==> config.mk <==
export PLATFORM = sky130hd
export DESIGN_NAME = product_accumulator
export DESIGN_NICKNAME = d
export VERILOG_FILES = /design/src/rtl/mult_pkg.sv /design/src/rtl/product_accumulator.sv
export SDC_FILE = /design/constraint.sdc
export NUM_CORES = 1
export LEC_CHECK = 0
export ABC_AREA = 0
export BUFFER_PORTS_ARGS = -buffer_cell sky130_fd_sc_hd__buf_4
export CORE_MARGIN = 2
export CORE_UTILIZATION = 40
export DETAILED_ROUTE_END_ITERATION = 10
export GPL_TIMING_DRIVEN = 0
export PLACE_DENSITY = 0.7
export RECOVER_POWER = 100
export SETUP_SLACK_MARGIN = 0.1
export SLEW_MARGIN = 5
export SYNTH_ARGS = -nofsm -noshare
export SYNTH_HDL_FRONTEND = slang
export SYNTH_SLANG_ARGS = --single-unit
==> constraint.sdc <==
create_clock -name clk -period 3.6 [get_ports clk]
set_input_delay 0.72 -clock clk [delete_from_list [all_inputs] [get_ports clk]]
set_output_delay 0.72 -clock clk [all_outputs]
set_load 0.005 [all_outputs]
==> src/rtl/mult_pkg.sv <==
// Definitions shared by the 4-bit multiplier and its product accumulator back end.
package mult_pkg;

    localparam int PROD_W = 8;
    localparam int CNT_W  = 8;

    localparam logic [0:0] ST_ACC  = 1'b0;
    localparam logic [0:0] ST_DONE = 1'b1;

endpackage : mult_pkg

==> src/rtl/product_accumulator.sv <==
// Sums FRAME_LEN unsigned products per frame and holds each result on a
// valid/ready output until the consumer takes it.
module product_accumulator #(
    parameter int PROD_W    = mult_pkg::PROD_W,
    parameter int ACC_W     = 16,
    parameter int FRAME_LEN = 4
) (
    input  logic                        clk,
    input  logic                        rst_n,
    input  logic                        clear,
    input  logic                        in_valid,
    output logic                        in_ready,
    input  logic [PROD_W-1:0]           product,
    output logic                        out_valid,
    input  logic                        out_ready,
    output logic [ACC_W-1:0]            sum,
    output logic                        overflow,
    output logic [mult_pkg::CNT_W-1:0]  beat_cnt
);

    import mult_pkg::*;

    localparam logic [CNT_W-1:0] LAST_BEAT = CNT_W'(FRAME_LEN - 1);

    logic [0:0]       state_r;
    logic [CNT_W-1:0] beat_cnt_r;
    logic [ACC_W-1:0] acc_r;
    logic [ACC_W-1:0] sum_r;
    logic             overflow_r;
    logic             sticky_r;

    logic             accept_s;
    logic             last_beat_s;
    logic             handshake_s;
    logic [ACC_W:0]   acc_ext_s;
    logic [ACC_W-1:0] acc_nxt_s;
    logic             carry_s;

    // Handshake decode and the widened add whose top bit is the frame carry.
    always_comb begin
        accept_s    = 1'b0;
        handshake_s = 1'b0;
        if (state_r == ST_ACC) begin
            accept_s = in_valid;
        end else begin
            handshake_s = out_ready;
        end
        last_beat_s = (beat_cnt_r == LAST_BEAT);
        acc_ext_s   = {1'b0, acc_r} + (ACC_W + 1)'(product);
        acc_nxt_s   = acc_ext_s[ACC_W-1:0];
        carry_s     = acc_ext_s[ACC_W];
    end

    // FSM and beat counter; clear overrides any same-cycle accept or handshake.
    always_ff @(posedge clk or negedge rst_n) begin
        if (!rst_n) begin
            state_r    <= ST_ACC;
            beat_cnt_r <= {CNT_W{1'b0}};
        end else if (clear) begin
            state_r    <= ST_ACC;
            beat_cnt_r <= {CNT_W{1'b0}};
        end else begin
            case (state_r)
                ST_ACC: begin
                    if (accept_s && last_beat_s) begin
                        state_r    <= ST_DONE;
                        beat_cnt_r <= {CNT_W{1'b0}};
                    end else if (accept_s) begin
                        beat_cnt_r <= beat_cnt_r + CNT_W'(1);
                    end else begin
                        beat_cnt_r <= beat_cnt_r;
                    end
                end
                ST_DONE: begin
                    if (handshake_s) begin
                        state_r <= ST_ACC;
                    end else begin
                        state_r <= ST_DONE;
                    end
                end
                default: begin
                    state_r    <= ST_ACC;
                    beat_cnt_r <= {CNT_W{1'b0}};
                end
            endcase
        end
    end

    // Accumulator, sticky wrap flag and the held frame result.
    always_ff @(posedge clk or negedge rst_n) begin
        if (!rst_n) begin
            acc_r      <= {ACC_W{1'b0}};
            sum_r      <= {ACC_W{1'b0}};
            overflow_r <= 1'b0;
            sticky_r   <= 1'b0;
        end else if (clear) begin
            acc_r    <= {ACC_W{1'b0}};
            sticky_r <= 1'b0;
        end else if (accept_s && last_beat_s) begin
            sum_r      <= acc_nxt_s;
            overflow_r <= sticky_r | carry_s;
            acc_r      <= {ACC_W{1'b0}};
            sticky_r   <= 1'b0;
        end else if (accept_s) begin
            acc_r    <= acc_nxt_s;
            sticky_r <= sticky_r | carry_s;
        end else begin
            acc_r    <= acc_r;
            sticky_r <= sticky_r;
        end
    end

    // Handshake flags are a direct decode of the state register, so they are glitch-free.
    assign in_ready  = (state_r == ST_ACC);
    assign out_valid = (state_r == ST_DONE);
    assign sum       = sum_r;
    assign overflow  = overflow_r;
    assign beat_cnt  = beat_cnt_r;

endmodule : product_accumulator

## After elaboration in Yosys (flattened, before gate mapping)

Cells that the tools add are included.
Widths: inputs -> output; s select.

| cells by class | value |
|---|---|
| add/subtract/negate cells | 2 |
| multipliers | 0 |
| div/mod/pow operators | 0 |
| $lt $le $gt $ge | 0 |
| equal/unequal tests | 2 |
| shift operators | 0 |
| muxes and demuxes | 16 |
| bitwise logic cells | 3 |
| reduce and logical (&&, ||, !) cells | 4 |

Operator list:

| kind | number |
|---|---|
| $mux 16 | 3 |
| $mux 8 | 4 |
| $add 16x8->17 | 1 |
| $add 8x1->8 const B | 1 |
| $eq 8x2->1 const B | 1 |
| $mux 1 | 8 |
| $reduce_and 2->1 | 2 |
| $reduce_bool 3->1 | 1 |
| $ne 2x2->1 const B | 1 |
| $not 1->1 | 2 |
| $pmux 1 s2 | 1 |
| $logic_and 1x1->1 | 1 |
| $or 1x1->1 | 1 |

| word-level totals | value |
|---|---|
| bits in registers | 43 |
| bits in latches | 0 |
| RAM bits | 0 |
| bits in read-only memories | 0 |
| bits of input ports | 13 |
| output and inout port bits | 27 |
| word-level logic and storage cells | 33 |
| memories kept | 0 |

## Depth between registers and ports, before layout

| logic depth | value |
|---|---|
| depth in word-level cells | 5 |
| gate-level depth with buffers | 8 |
| mapped depth without buffers | 7 |

## Worst setup path after synthesis

OpenSTA, ideal clock, no wires.

| path | value |
|---|---|
| path type | input-to-reg |
| start point | in product[0] |
| end point | reg overflow_r, in the netlist overflow |
| arrival time | 2386 ps |
| data required time | 3475 ps |
| slack | 1090 ps |
| stages | 8 |
| cells stage by stage | ha_1 fa_1 a211oi_2 o211ai_2 and2_4 buf_6 a21o_1 mux2_2 |

| between the ends | value |
|---|---|
| word-level cells in the longest chain between the ends | 2 |

Ends and longest elaborated chain:

| element | line | source |
|---|---|---|
| start: declaration | product_accumulator.sv:13 | `input logic [PROD_W-1:0] product,` |
| $add 16x8->17 | product_accumulator.sv:49 | `acc_ext_s = {1'b0, acc_r} + (ACC_W + 1)'(product);` |
| $or 1x1->1 | product_accumulator.sv:101 | `overflow_r <= sticky_r \| carry_s;` |
| end signal: assignment | product_accumulator.sv:101 |  |
| end: declaration | product_accumulator.sv:29 | `logic overflow_r;` |

No other way between the ends.
A chain may end at the register's enable or synchronous reset.

## Worst setup path after layout

Ends and elaborated chain as after synthesis.

==> results.sh <==
export IMPL_hold_violations=0
export IMPL_cts_root_buf="clkbuf_8"
export IMPL_dp_hpwl_um=3447
export IMPL_synth_edff_count=0
export IMPL_ys_types=47
export IMPL_rr_startpoint="acc_r[0]"
export IMPL_die_area_um2=6563
export IMPL_grt_first_pass_wirelength_um=8273
export IMPL_final_cell_mix="43 x dfrtp_1, 29 x clkbuf_4, 22 x nand2_1"
export IMPL_ys_warn_count=0
export IMPL_regArea_um2=1076
export IMPL_layout_drive_gt1_share=0.2377
export IMPL_htree_levels=2
export IMPL_path_clk_slew_ns=0.08
export IMPL_hp_class="reg -> reg"
export IMPL_die_x_um=81.01
export IMPL_irDropWorstVdd_v=0.0001832
export IMPL_fillCellCount=588
export IMPL_tightest_slew_ns=2.277
export IMPL_grt_overflow=0
export IMPL_violations="capacitance limit, slew limit"
export IMPL_arrival_ns=2.87
export IMPL_synth_sequential_area_ratio=0.4536
export IMPL_rsz0062_at_grt="false"
export IMPL_ioPinCount=40
export IMPL_p_leak_nw=1.296
export IMPL_synth_main_ff_cell="dfrtp_1"
export IMPL_grt_pass1_vias=1719
export IMPL_multi_input_area_um2=1142
export IMPL_clock_latency_ns=0.30
export IMPL_cp_startpoint="product[0]"
export IMPL_antenna_found_initial=0
export IMPL_synth_top_cell_area_share=0.4536
export IMPL_ctsResizeCount=0
export IMPL_layout_min_cycle_time_ns=2.684
export IMPL_status="complete, but fails checks"
export IMPL_synthesis_nets=242
export IMPL_layout_commonest_cell="dfrtp_1"
export IMPL_timing_fmax_mhz=372.6
export IMPL_whs_ns=0.4767
export IMPL_tns_ns=0
export IMPL_numCtsBuffers=5
export IMPL_path_max_fanout=6
export IMPL_cts_buffer_depth=2
export IMPL_p_per_area_nw_per_um2=412.8
export IMPL_fin_ws_ns=0.9158
export IMPL_detail_route_wl_per_cell_um=14.03
export IMPL_worst_setup_path_end_kind="flop"
export IMPL_synthTopCellsByArea="dfrtp_1 45%, ha_1 4.7%, xor2_1 4.1%"
export IMPL_cap_viol_max_count=1
export IMPL_syn_cell_area_um2=2372
export IMPL_holdBufCountCts=0
export IMPL_relSlewSlack=-0.5178
export IMPL_num_vias=1781
export IMPL_start_util=0.4079
export IMPL_cp_required_ns=3.79
export IMPL_synth_seq_cells=43
export IMPL_drt_total_wl_um=4769
export IMPL_first_pass_iters=4
export IMPL_syn_inst=219
export IMPL_die_h_um=81.01
export IMPL_slew_violations=44
export IMPL_via_per_inst=5.238
export IMPL_drc=0
export IMPL_coreArea_um2=5816
export IMPL_antenna_diode_count=0
export IMPL_grt_start_max_net_pins=44
export IMPL_port_buffers=38
export IMPL_gp_congestion=0.8072
export IMPL_period_share=0.7456
export IMPL_async_flop_share=1.000
export IMPL_start_kind="input pin"
export IMPL_syn_avg_cell_area_um2=10.83
export IMPL_first_iter_violations=94
export IMPL_grt_usage=0.1639
export IMPL_fp_row_count=28
export IMPL_cts_tree="yes"
export IMPL_synth_top_cell_by_area="dfrtp_1"
export IMPL_cts_setup_buffers=0
export IMPL_dp_slack_ns=0.8456
export IMPL_critPathKind="in -> reg"
export IMPL_cts_sinks=43
export IMPL_min_from="sum[9]"
export IMPL_antenna_left=0
export IMPL_setup_viol=0
export IMPL_fin_nets=287
export IMPL_post_route_util=0.4748
export IMPL_areaGrowthSynthToFinish_pct=16.40
export IMPL_skew_ns=0.008013
## worst max-delay path: stages
cell      delay, ns
clkbuf_4       0.11
ha_1           0.24
fa_1           0.46
a211oi_1       0.29
o211ai_1       0.23
and2_2         0.23
clkbuf_1       0.16
a21o_1         0.19
mux2_2         0.25
## layer usage
layer / global-route usage / wire length (µm) / up-vias
met4: 0.06441 / 104 / 0
met1: 0.2310 / 2298 / 852
met3: 0.03111 / 199 / 9
met5: 0 / 0 / -
li1: - / - / 884
met2: 0.2496 / 2167 / 36
## cell families (layout without fill, tap and decap cells)
group,count (synthesis),after routing,synth area share
AOI/OAI and AO/OA,60,60,0.1872
xor gates and xnor gates,20,20,0.07384
adders and majority gates,10,10,0.05591
buffers and inverters,14,60,0.03797
DFF,43,43,0.4536
muxes,9,9,0.04378
and+or+nand+nor,63,63,0.1477
## path summary, 6_finish.rpt
check | cells after the start | end | slack [ns]
min in group asynchronous | 1 | sum[5] | 1.08
max in group asynchronous | 1 | acc_r[10] | 1.20
hold reg to reg | 2 | sum[9] | 0.48
setup / recovery | 9 | overflow | 0.92
hold / removal | 2 | sum[9] | 0.48
setup reg to reg | 8 | overflow | 1.06
## state kept, by name, indices dropped and copies added, names as in the netlist
signal / flops
acc_r: 16
sum: 16
beat_cnt: 8
out_valid: 1
overflow: 1
sticky_r: 1
## synth_stat cells, types with 2 or more instances
| library cell | count |
|---|---|
| nand3_1 | 6 |
| o211ai_1 | 2 |
| nand4_1 | 3 |
| o31ai_1 | 4 |
| ha_1 | 9 |
| a21o_1 | 3 |
| nand2_1 | 22 |
| o211ai_2 | 4 |
| a22o_1 | 8 |
| mux2_2 | 7 |
| nor3_1 | 2 |
| o21ai_0 | 15 |
| xor2_1 | 11 |
| inv_1 | 5 |
| xnor2_1 | 9 |
| dfrtp_1 | 43 |
| clkbuf_1 | 4 |
| buf_6 | 5 |
| nor2_1 | 15 |
| a21oi_1 | 9 |
| nand2b_1 | 3 |
| and3_2 | 2 |
| a21oi_2 | 2 |
| or3_1 | 2 |
| a31oi_1 | 2 |
## area by class of cell
| class | count | area share |
|---|---|---|
| tap | 75 | 0.03398 |
| clock buffer | 8 | 0.03625 |
| timing repair buffer | 38 | 0.1019 |
| sequential | 43 | 0.3897 |
| buffer | 9 | 0.01767 |
| multi-input combinational | 162 | 0.4137 |
| inverter | 5 | 0.006797 |
## metrics by stage
stage	total power (W)	instance area, µm²	cells
detailed placement	0.0008297	2751	332
CTS	0.001173	2851	340
global route	0.001207	2761	340
global placement	0.0008233	2751	332
floorplan	0.0007331	2372	219
finish	0.001140	2761	340
## power breakdown
part	switching, W	internal (W)
Clock	0.000165	0.000175
Combinational	0.000135	0.000120
Sequential	0.0000231	0.000522
Total	0.000323	0.000817
(Power assumes the default switching activity.)
